$ cat src/rtl/norm2_driver.sv
// norm2_driver: streams N samples into an accelerator array, launches the accelerator and returns its result.
// Optional readback checksum of the loaded array: define NORM2_DRIVER_READBACK_EN.
module norm2_driver #(
  parameter int N = 1000
) (
  input  logic               clk,
  input  logic               rst,
  input  logic               start,
  input  logic               in_valid,
  input  logic signed [26:0] in_data,
  output logic               in_ready,
  output logic               res_valid,
  output logic signed [63:0] res_data,
  input  logic               res_ready,
  output logic [31:0]        res_cycles,
  output logic               busy,
  output logic               chk_err,
  output logic               acc_controlArr,
  output logic               acc_wen,
  output logic [9:0]         acc_addr,
  output logic signed [26:0] acc_wdata,
  input  logic signed [26:0] acc_rdata,
  output logic               acc_r_enable,
  output logic [9:0]         acc_init_i,
  output logic signed [63:0] acc_init_acc,
  input  logic               acc_w_enable,
  input  logic signed [63:0] acc_result,
  output logic [2:0]         dbg_state
);

  // Handshakes: a beat moves when valid && ready are both high at a rising edge;
  // valid never depends on ready, and a presented result stays stable until taken.

  localparam logic [9:0] LAST = 10'(N - 1);

  typedef enum logic [2:0] {
    S_IDLE   = 3'd0,
    S_LOAD   = 3'd1,
`ifdef NORM2_DRIVER_READBACK_EN
    S_VERIFY = 3'd2,
`endif
    S_START  = 3'd3,
    S_RUN    = 3'd4,
    S_DONE   = 3'd5
  } state_t;

  state_t             state_q, state_d;
  logic [9:0]         addr_q, addr_d;
  logic signed [63:0] res_data_q, res_data_d;
  logic [31:0]        cycles_q, cycles_d;
  logic               in_ready_q, in_ready_d;
  logic               busy_q, busy_d;
  logic               acc_ctrl_q, acc_ctrl_d;
  logic               r_en_q, r_en_d;
  logic               res_valid_q, res_valid_d;

`ifdef NORM2_DRIVER_READBACK_EN
  logic signed [36:0] wsum_q, wsum_d;
  logic signed [36:0] rsum_q, rsum_d;
  logic               issue_done_q, issue_done_d;
  logic               rd_vld_q, rd_vld_d;
  logic               rd_last_q, rd_last_d;
  logic               chk_err_q, chk_err_d;
`else
  logic unused_rdata;
  assign unused_rdata = ^acc_rdata;
`endif

  always_comb begin
    state_d    = state_q;
    addr_d     = addr_q;
    res_data_d = res_data_q;
    cycles_d   = cycles_q;
    acc_wen    = 1'b0;
    acc_addr   = '0;
    acc_wdata  = '0;
`ifdef NORM2_DRIVER_READBACK_EN
    wsum_d       = wsum_q;
    rsum_d       = rsum_q;
    issue_done_d = issue_done_q;
    rd_vld_d     = 1'b0;
    rd_last_d    = 1'b0;
    chk_err_d    = chk_err_q;
`endif
    case (state_q)
      S_IDLE: begin
        if (start) begin
          state_d = S_LOAD;
          addr_d  = '0;
`ifdef NORM2_DRIVER_READBACK_EN
          wsum_d    = '0;
          chk_err_d = 1'b0;
`endif
        end
      end
      S_LOAD: begin
        acc_addr = addr_q;
        // in_ready is high for the whole of LOAD, so in_valid alone marks a transfer
        if (in_valid) begin
          acc_wen   = 1'b1;
          acc_wdata = in_data;
`ifdef NORM2_DRIVER_READBACK_EN
          wsum_d = wsum_q + 37'(in_data);
`endif
          if (addr_q == LAST) begin
            addr_d = '0;
`ifdef NORM2_DRIVER_READBACK_EN
            state_d      = S_VERIFY;
            rsum_d       = '0;
            issue_done_d = 1'b0;
`else
            state_d = S_START;
`endif
          end else begin
            addr_d = addr_q + 10'd1;
          end
        end
      end
`ifdef NORM2_DRIVER_READBACK_EN
      S_VERIFY: begin
        acc_addr  = addr_q;
        rd_vld_d  = !issue_done_q;
        rd_last_d = !issue_done_q && (addr_q == LAST);
        if (!issue_done_q) begin
          if (addr_q == LAST) begin
            issue_done_d = 1'b1;
            addr_d       = '0;
          end else begin
            addr_d = addr_q + 10'd1;
          end
        end
        // read data trails its address by one cycle
        if (rd_vld_q) begin
          rsum_d = rsum_q + 37'(acc_rdata);
          if (rd_last_q) begin
            if (rsum_d == wsum_q) begin
              state_d = S_START;
            end else begin
              state_d    = S_DONE;
              chk_err_d  = 1'b1;
              res_data_d = '0;
              cycles_d   = '0;
            end
          end
        end
      end
`endif
      S_START: begin
        cycles_d = '0;
        state_d  = S_RUN;
      end
      S_RUN: begin
        if (cycles_q != 32'hFFFF_FFFF) cycles_d = cycles_q + 32'd1;
        if (acc_w_enable) begin
          res_data_d = acc_result;
          state_d    = S_DONE;
        end
      end
      S_DONE: begin
        if (res_ready) state_d = S_IDLE;
      end
      default: state_d = S_IDLE;
    endcase

    in_ready_d  = (state_d == S_LOAD);
    busy_d      = (state_d != S_IDLE);
    acc_ctrl_d  = !((state_d == S_START) || (state_d == S_RUN));
    r_en_d      = (state_d == S_START);
    res_valid_d = (state_d == S_DONE);
  end

  always_ff @(posedge clk) begin
    if (rst) begin
      state_q     <= S_IDLE;
      addr_q      <= '0;
      res_data_q  <= '0;
      cycles_q    <= '0;
      in_ready_q  <= 1'b0;
      busy_q      <= 1'b0;
      acc_ctrl_q  <= 1'b1;
      r_en_q      <= 1'b0;
      res_valid_q <= 1'b0;
`ifdef NORM2_DRIVER_READBACK_EN
      wsum_q       <= '0;
      rsum_q       <= '0;
      issue_done_q <= 1'b0;
      rd_vld_q     <= 1'b0;
      rd_last_q    <= 1'b0;
      chk_err_q    <= 1'b0;
`endif
    end else begin
      state_q     <= state_d;
      addr_q      <= addr_d;
      res_data_q  <= res_data_d;
      cycles_q    <= cycles_d;
      in_ready_q  <= in_ready_d;
      busy_q      <= busy_d;
      acc_ctrl_q  <= acc_ctrl_d;
      r_en_q      <= r_en_d;
      res_valid_q <= res_valid_d;
`ifdef NORM2_DRIVER_READBACK_EN
      wsum_q       <= wsum_d;
      rsum_q       <= rsum_d;
      issue_done_q <= issue_done_d;
      rd_vld_q     <= rd_vld_d;
      rd_last_q    <= rd_last_d;
      chk_err_q    <= chk_err_d;
`endif
    end
  end

  assign in_ready       = in_ready_q;
  assign res_valid      = res_valid_q;
  assign res_data       = res_data_q;
  assign res_cycles     = cycles_q;
  assign busy           = busy_q;
  assign acc_controlArr = acc_ctrl_q;
  assign acc_r_enable   = r_en_q;
  assign acc_init_i     = '0;
  assign acc_init_acc   = '0;
  assign dbg_state      = state_q;
`ifdef NORM2_DRIVER_READBACK_EN
  assign chk_err = chk_err_q;
`else
  assign chk_err = 1'b0;
`endif

endmodule

$ cat config.mk
export PLATFORM = sky130hd
export DESIGN_NAME = norm2_driver
export DESIGN_NICKNAME = d
export VERILOG_FILES = /design/src/rtl/norm2_driver.sv
export SDC_FILE = /design/constraint.sdc
export NUM_CORES = 1
export LEC_CHECK = 0
export BUFFER_PORTS_ARGS = -buffer_cell sky130_fd_sc_hd__buf_2
export CAP_MARGIN = 0
export CORE_ASPECT_RATIO = 1.25
export CORE_MARGIN = 2
export CORE_UTILIZATION = 30
export DETAILED_ROUTE_END_ITERATION = 10
export MAX_ROUTING_LAYER = met4
export PLACE_DENSITY_LB_ADDON = 0.12
export SETUP_SLACK_MARGIN = 0.3
export SYNTH_ARGS = -nofsm -noshare
export SYNTH_HDL_FRONTEND = slang
export SYNTH_SLANG_ARGS = --single-unit
$ cat constraint.sdc
create_clock -name clk -period 2.45 [get_ports clk]
set_clock_uncertainty 0.05 [all_clocks]
set_input_delay 0.6125 -clock clk [delete_from_list [all_inputs] [get_ports clk]]
set_output_delay 0.6125 -clock clk [all_outputs]
set_load 0.01 [all_outputs]
Yosys cells after proc, flatten, opt, wreduce, memory -nomap -nowiden
Cells that the tools add are included.

operators by class
  $mul = 0
  muxes and demuxes = 17
  bitwise logic cells = 0
  equal/unequal tests = 13
  add/sub/neg operators = 2
  reduce and logical (&&, ||, !) cells = 9
  divide/modulo/power cells = 0
  magnitude comparators = 0
  shift-type cells = 0

operator list
  operator               count
  $pmux 32 s2            1
  $mux 27                2
  $mux 10                4
  $add 32x1->32 const B  1
  $mux 32                1
  $ne 32x32->1 const B   1
  $pmux 10 s2            1
  $mux 3                 5
  $pmux 3 s5             1
  $eq 3x3->1 const B     4
  $add 10x1->10 const B  1
  $eq 10x10->1 const B   1
  $eq 3x1->1 const B     2
  $eq 3x2->1 const B     2
  $ne 2x2->1 const B     3
  $reduce_and 2->1       2
  $reduce_bool 2->1      2
  $logic_not 3->1        1
  $reduce_and 3->1       1
  $reduce_bool 3->1      1
  $mux 1                 2
  $logic_not 1->1        1
  $logic_or 1x1->1       1

storage, ports and cells
  bits in writable memories = 0
  input port bits = 124
  bits in registers = 114
  memories = 0
  latch bits = 0
  bits in read-only memories = 0

Depth between registers and ports, before layout
  depth in word-level cells = 7
  depth in mapped cells = 9

Worst setup path before layout
No wires, ideal clock.

  path kind = register -> output
  from = register state_q[0], in the netlist dbg_state[0]
  to = output port acc_wdata[16]
  setup slack = 0.268 ns
  cell stages (with the launch flop) = 7
  data required time = 1.788 ns
  buffers on the path = 3
  arrival time = 1.520 ns
  path through = dfxtp_1 > buf_4 > inv_1 > nor3_1 > clkbuf_1 > clkbuf_1 > and3_1

on the way
  longest elaborated chain between the ends = 2

ends and longest elaborated chain
  element                 RTL line  text
  from (decl)             47        state_t state_q, state_d;
  from (signal assigned)  192       state_q <= state_d;
  $eq 3x1->1              85        case (state_q)
  $mux 27                 85
  to (decl)               21        output logic signed [26:0] acc_wdata,

Every way passes these cells.

Worst setup path after layout
  from = register state_q[0], in the netlist dbg_state[0]
  to = output port acc_wdata[17]

The elaborated chain is that of the path after synthesis.

==> results.txt <==
The kind of end point of the critical path is a primary output. The fraction of synthesis flops using an asynchronous set or reset pin is 0%. The die is 125 um wide. The tree is rooted in a sky130_fd_sc_hd__clkbuf_16. The largest total area in the synthesized netlist belongs to sky130_fd_sc_hd__dfxtp_1. The peak per-stage delay on the critical path is 0.38 ns.

The number of slew-limit violations in the final report came out at 0. The number of max-capacitance violations reported is 0. The repair_antennas step left the layout with diodes totalling 0. The maximum level of the CTS H-tree came out at 4. The number of fill cells came out at 1922. In this run, synthesis inferred 0 flip-flops with an integrated enable.

Once detail routing completed, the nets flagged for antenna violations numbered 0. Sorting the synthesized cells by how often they occur yields sky130_fd_sc_hd__nand2_1 (151), sky130_fd_sc_hd__dfxtp_1 (114), sky130_fd_sc_hd__a21oi_1 (85), sky130_fd_sc_hd__buf_4 (78), sky130_fd_sc_hd__clkbuf_1 (33). The worst hold-check path type is primary input to register. The TritonCTS clock tree is yes. The clock latency reported for the late side of the worst-skew pair is 0.41 ns.

The floorplan die height came out at 156 um. Tracing the worst setup path back leads to its startpoint at dbg_state[0]. The total overflow reported by the global router came out at 0. The number of global-route vias before repair is 4977. The instance count of the mapped netlist is 689. The required time reported for the critical path endpoint is 1.79 ns. The measured slew at the worst slew-check pin is 0.513 ns. The worst register-to-register path begins at dbg_state[0]. Entering global routing, the biggest net connects 48 pins. The final wirelength came out at 17200 um.

After synthesis, the cell types taking the most area are sky130_fd_sc_hd__dfxtp_1 (41%), sky130_fd_sc_hd__buf_4 (11%), sky130_fd_sc_hd__nand2_1 (10%). The post-route DRC violation count came out at 0. The global-route wire length before repair is 26200 um. The power density over the cells came out at 607 mW/mm^2. The clock slew seen by the registers of the worst setup and hold paths is 0.05 ns. STA classifies the critical path startpoint as a register. Detailed placement ended at an HPWL of 12000 um. The floorplan die area is 0.0195 sq mm.

The number of antenna violations at the first check in global routing is 0. The startpoint of the tightest hold check path is acc_result[9]. The final worst setup slack is 0.182 ns.

The cell with the biggest individual delay on the critical path is sky130_fd_sc_hd__dfxtp_4. The starting density of the core is 30.5%. The data arrival time of the critical path is 1.61 ns.

The tree built by TritonCTS fans out to 114 sinks. Of all nets on the critical path, the largest fanout is 7. The detailed router placed 5427 vias in this run. The share of the Yosys chip area taken by registers is 41.4%. Traced cell by cell, the critical path runs through inv_4, nor3_4, buf_12, clkbuf_16, and3_1, buf_2.

The count of different cell masters after synthesis is 53. The warning count from the yosys run came out at 0. The worst voltage drop across the vdd grid is 0.379 mV. For this run, the leading register cell type out of synthesis is sky130_fd_sc_hd__dfxtp_1. The proportion of layout cells with a drive suffix above 1 came out at 38.1%. The area share of the largest cell type after synthesis came out at 41.4%. The synthesized design contains 114 register bits. The per-cell routed wire length came out at 14.4 um.

The quantity of I/O buffers inserted on ports came out at 238. The final layout contains 1080 nets. After layout, the worst path uses 92.6% of the clock period. The total clock buffers created by CTS is 17. The violation count after the first detailed-routing iteration came out at 245.

The first detailed-routing pass ran for 4 iterations. Summed over all cells, the static leakage comes to 3.57 nW. The total core area came out at 0.0181 sq mm. The mapped netlist covers 0.00552 sq mm. The critical path is of the register to primary output type. The final-layout setup total negative slack came out at 0 ns. The final setup violation count came out at 0. The worst path needs 2.27 ns of the cycle, external delays included. Global routing used 17.2% of the available tracks across all layers. Setup repair after global routing could not meet its margin everywhere. The routability-driven placement congestion ratio is 0.791. The maximum count of clock buffers along a single path is 2. The area growth from synthesis to layout is 44.3%. The most common cell in the netlist is sky130_fd_sc_hd__nand2_1. Static timing analysis puts the maximum clock frequency at 441 MHz. Headroom to the max-slew limit came out at 65.5%. The pre-CTS worst setup slack is 0.190 ns.

The number of hold violations in the final report came out at 0. Pin placement for this block handled 341 I/O pins. The placement row count came out at 55. The mean number of vias per cell came out at 4.54.

The average footprint of a synthesized cell came out at 8.01 sq um. The run finished with clean final reports.
flip-flops by register name (all words and copies together) (netlist names):
signal	flops
dbg_state	3
busy	1
res_data	64
acc_r_enable	1
res_cycles	32
in_ready	1
res_valid	1
acc_controlArr	1
addr_q	10
layout make-up:
| class | count | area [sq um] | share of cell area [%] |
|---|---|---|---|
| Timing Repair Buffer | 287 | 1750 | 22.0 |
| Clock buffer | 25 | 526 | 6.60 |
| Inverter | 4 | 17.5 | 0.220 |
| Tap cell | 228 | 285 | 3.58 |
| Clock inverter | 7 | 119 | 1.49 |
| Sequential cell | 114 | 2290 | 28.8 |
| Multi-Input combinational cell | 530 | 2970 | 37.3 |
through the flow:
step | util, % | hold WS (ns) | instance area [sq um] | instances | total power, W
floorplan | - | 0.431 | 5800 | 763 | 0.00213
detailed placement | 37.4 | 0.393 | 6770 | 1141 | 0.00217
finish | 44.0 | 0.383 | 7960 | 1195 | 0.00483
CTS | 41.9 | 0.368 | 7580 | 1181 | 0.00486
global placement | 37.4 | 0.390 | 6770 | 1141 | 0.00217
global route | 44.0 | 0.373 | 7960 | 1195 | 0.00501
path summary, 6_finish.rpt:
| path | endpoint | slack (ns) | depth (start not counted) |
|---|---|---|---|
| max | acc_wdata[17] | 0.18 | 6 |
| min | res_data[9] | 0.38 | 3 |
| max reg2reg | res_cycles[16] | 0.19 | 9 |
| min reg2reg | res_data[15] | 0.40 | 2 |
where the power goes:
part | total [W] | leakage [nW] | internal, W | switching (W)
sequential | 0.00187 | 0.920 | 0.00186 | 0.00000791
clock | 0.00264 | 0.312 | 0.00179 | 0.000856
combinational | 0.000313 | 2.34 | 0.000139 | 0.000175
total | 0.00483 | 3.57 | 0.00379 | 0.00104
cells by family after synthesis:
kind of cell | after synthesis | synth area share (%)
buffers and inverters | 121 | 14.0
AO/OA/AOI/OAI | 126 | 13.8
XOR/XNOR | 17 | 2.70
adder cells (fa/ha/maj) | 2 | 0.454
flip-flops | 114 | 41.4
multiplexers | 5 | 0.953
other | 1 | 0.0680
AND/OR/NAND/NOR | 303 | 26.7
layer usage:
metal / GRT usage (%) / routed length [um] / vias to the layer above / share of wire, %
met1: 21.0 / 7520 / 2487 / 44
met4: 7.30 / 376 / 0 / 2.2
li1: - / - / 2746 / -
met5: - / 0 / - / 0
met3: 4.60 / 912 / 32 / 5.3
met2: 27.0 / 8380 / 162 / 49
worst max-delay path, delay by kind of cell, from the launching register on:
kind | cells | cell delay (ns)
and+or+nand+nor | 2 | 0.34
DFF | 1 | 0.38
buffers and inverters | 4 | 0.46
cell usage in the layout (no fill, tap or decap), types with 4 or more instances in the layout:
master                        n
sky130_fd_sc_hd__buf_2      226
sky130_fd_sc_hd__nand2_1    150
sky130_fd_sc_hd__dfxtp_1    111
sky130_fd_sc_hd__a21oi_1     82
sky130_fd_sc_hd__conb_1      75
sky130_fd_sc_hd__buf_4       33
sky130_fd_sc_hd__nor2_1      30
sky130_fd_sc_hd__and3_1      21
sky130_fd_sc_hd__buf_6       20
sky130_fd_sc_hd__clkbuf_16   18
sky130_fd_sc_hd__nand4_1     14
sky130_fd_sc_hd__or3_1       14
sky130_fd_sc_hd__xnor2_1     13
sky130_fd_sc_hd__nand3_1     11
sky130_fd_sc_hd__and2_1       9
sky130_fd_sc_hd__and3_4       9
sky130_fd_sc_hd__o21ai_0      9
sky130_fd_sc_hd__clkbuf_8     7
sky130_fd_sc_hd__or4_1        6
sky130_fd_sc_hd__o31ai_1      5
sky130_fd_sc_hd__and2_4       4
sky130_fd_sc_hd__and4_1       4
sky130_fd_sc_hd__xor2_1       4
sky130_fd_sc_hd__a31oi_1      4
sky130_fd_sc_hd__nor3_1       4
sky130_fd_sc_hd__buf_12       4
repair_timing:
action	4_1_cts	5_1_grt
resized for setup	26	49
pin swaps	3	27
setup endpoints to repair	57	58
setup buffers	5	11
endpoints found under the hold margin	0	0
hold buffers	0	0
cloned	3	3
(Power assumes the default switching activity.)
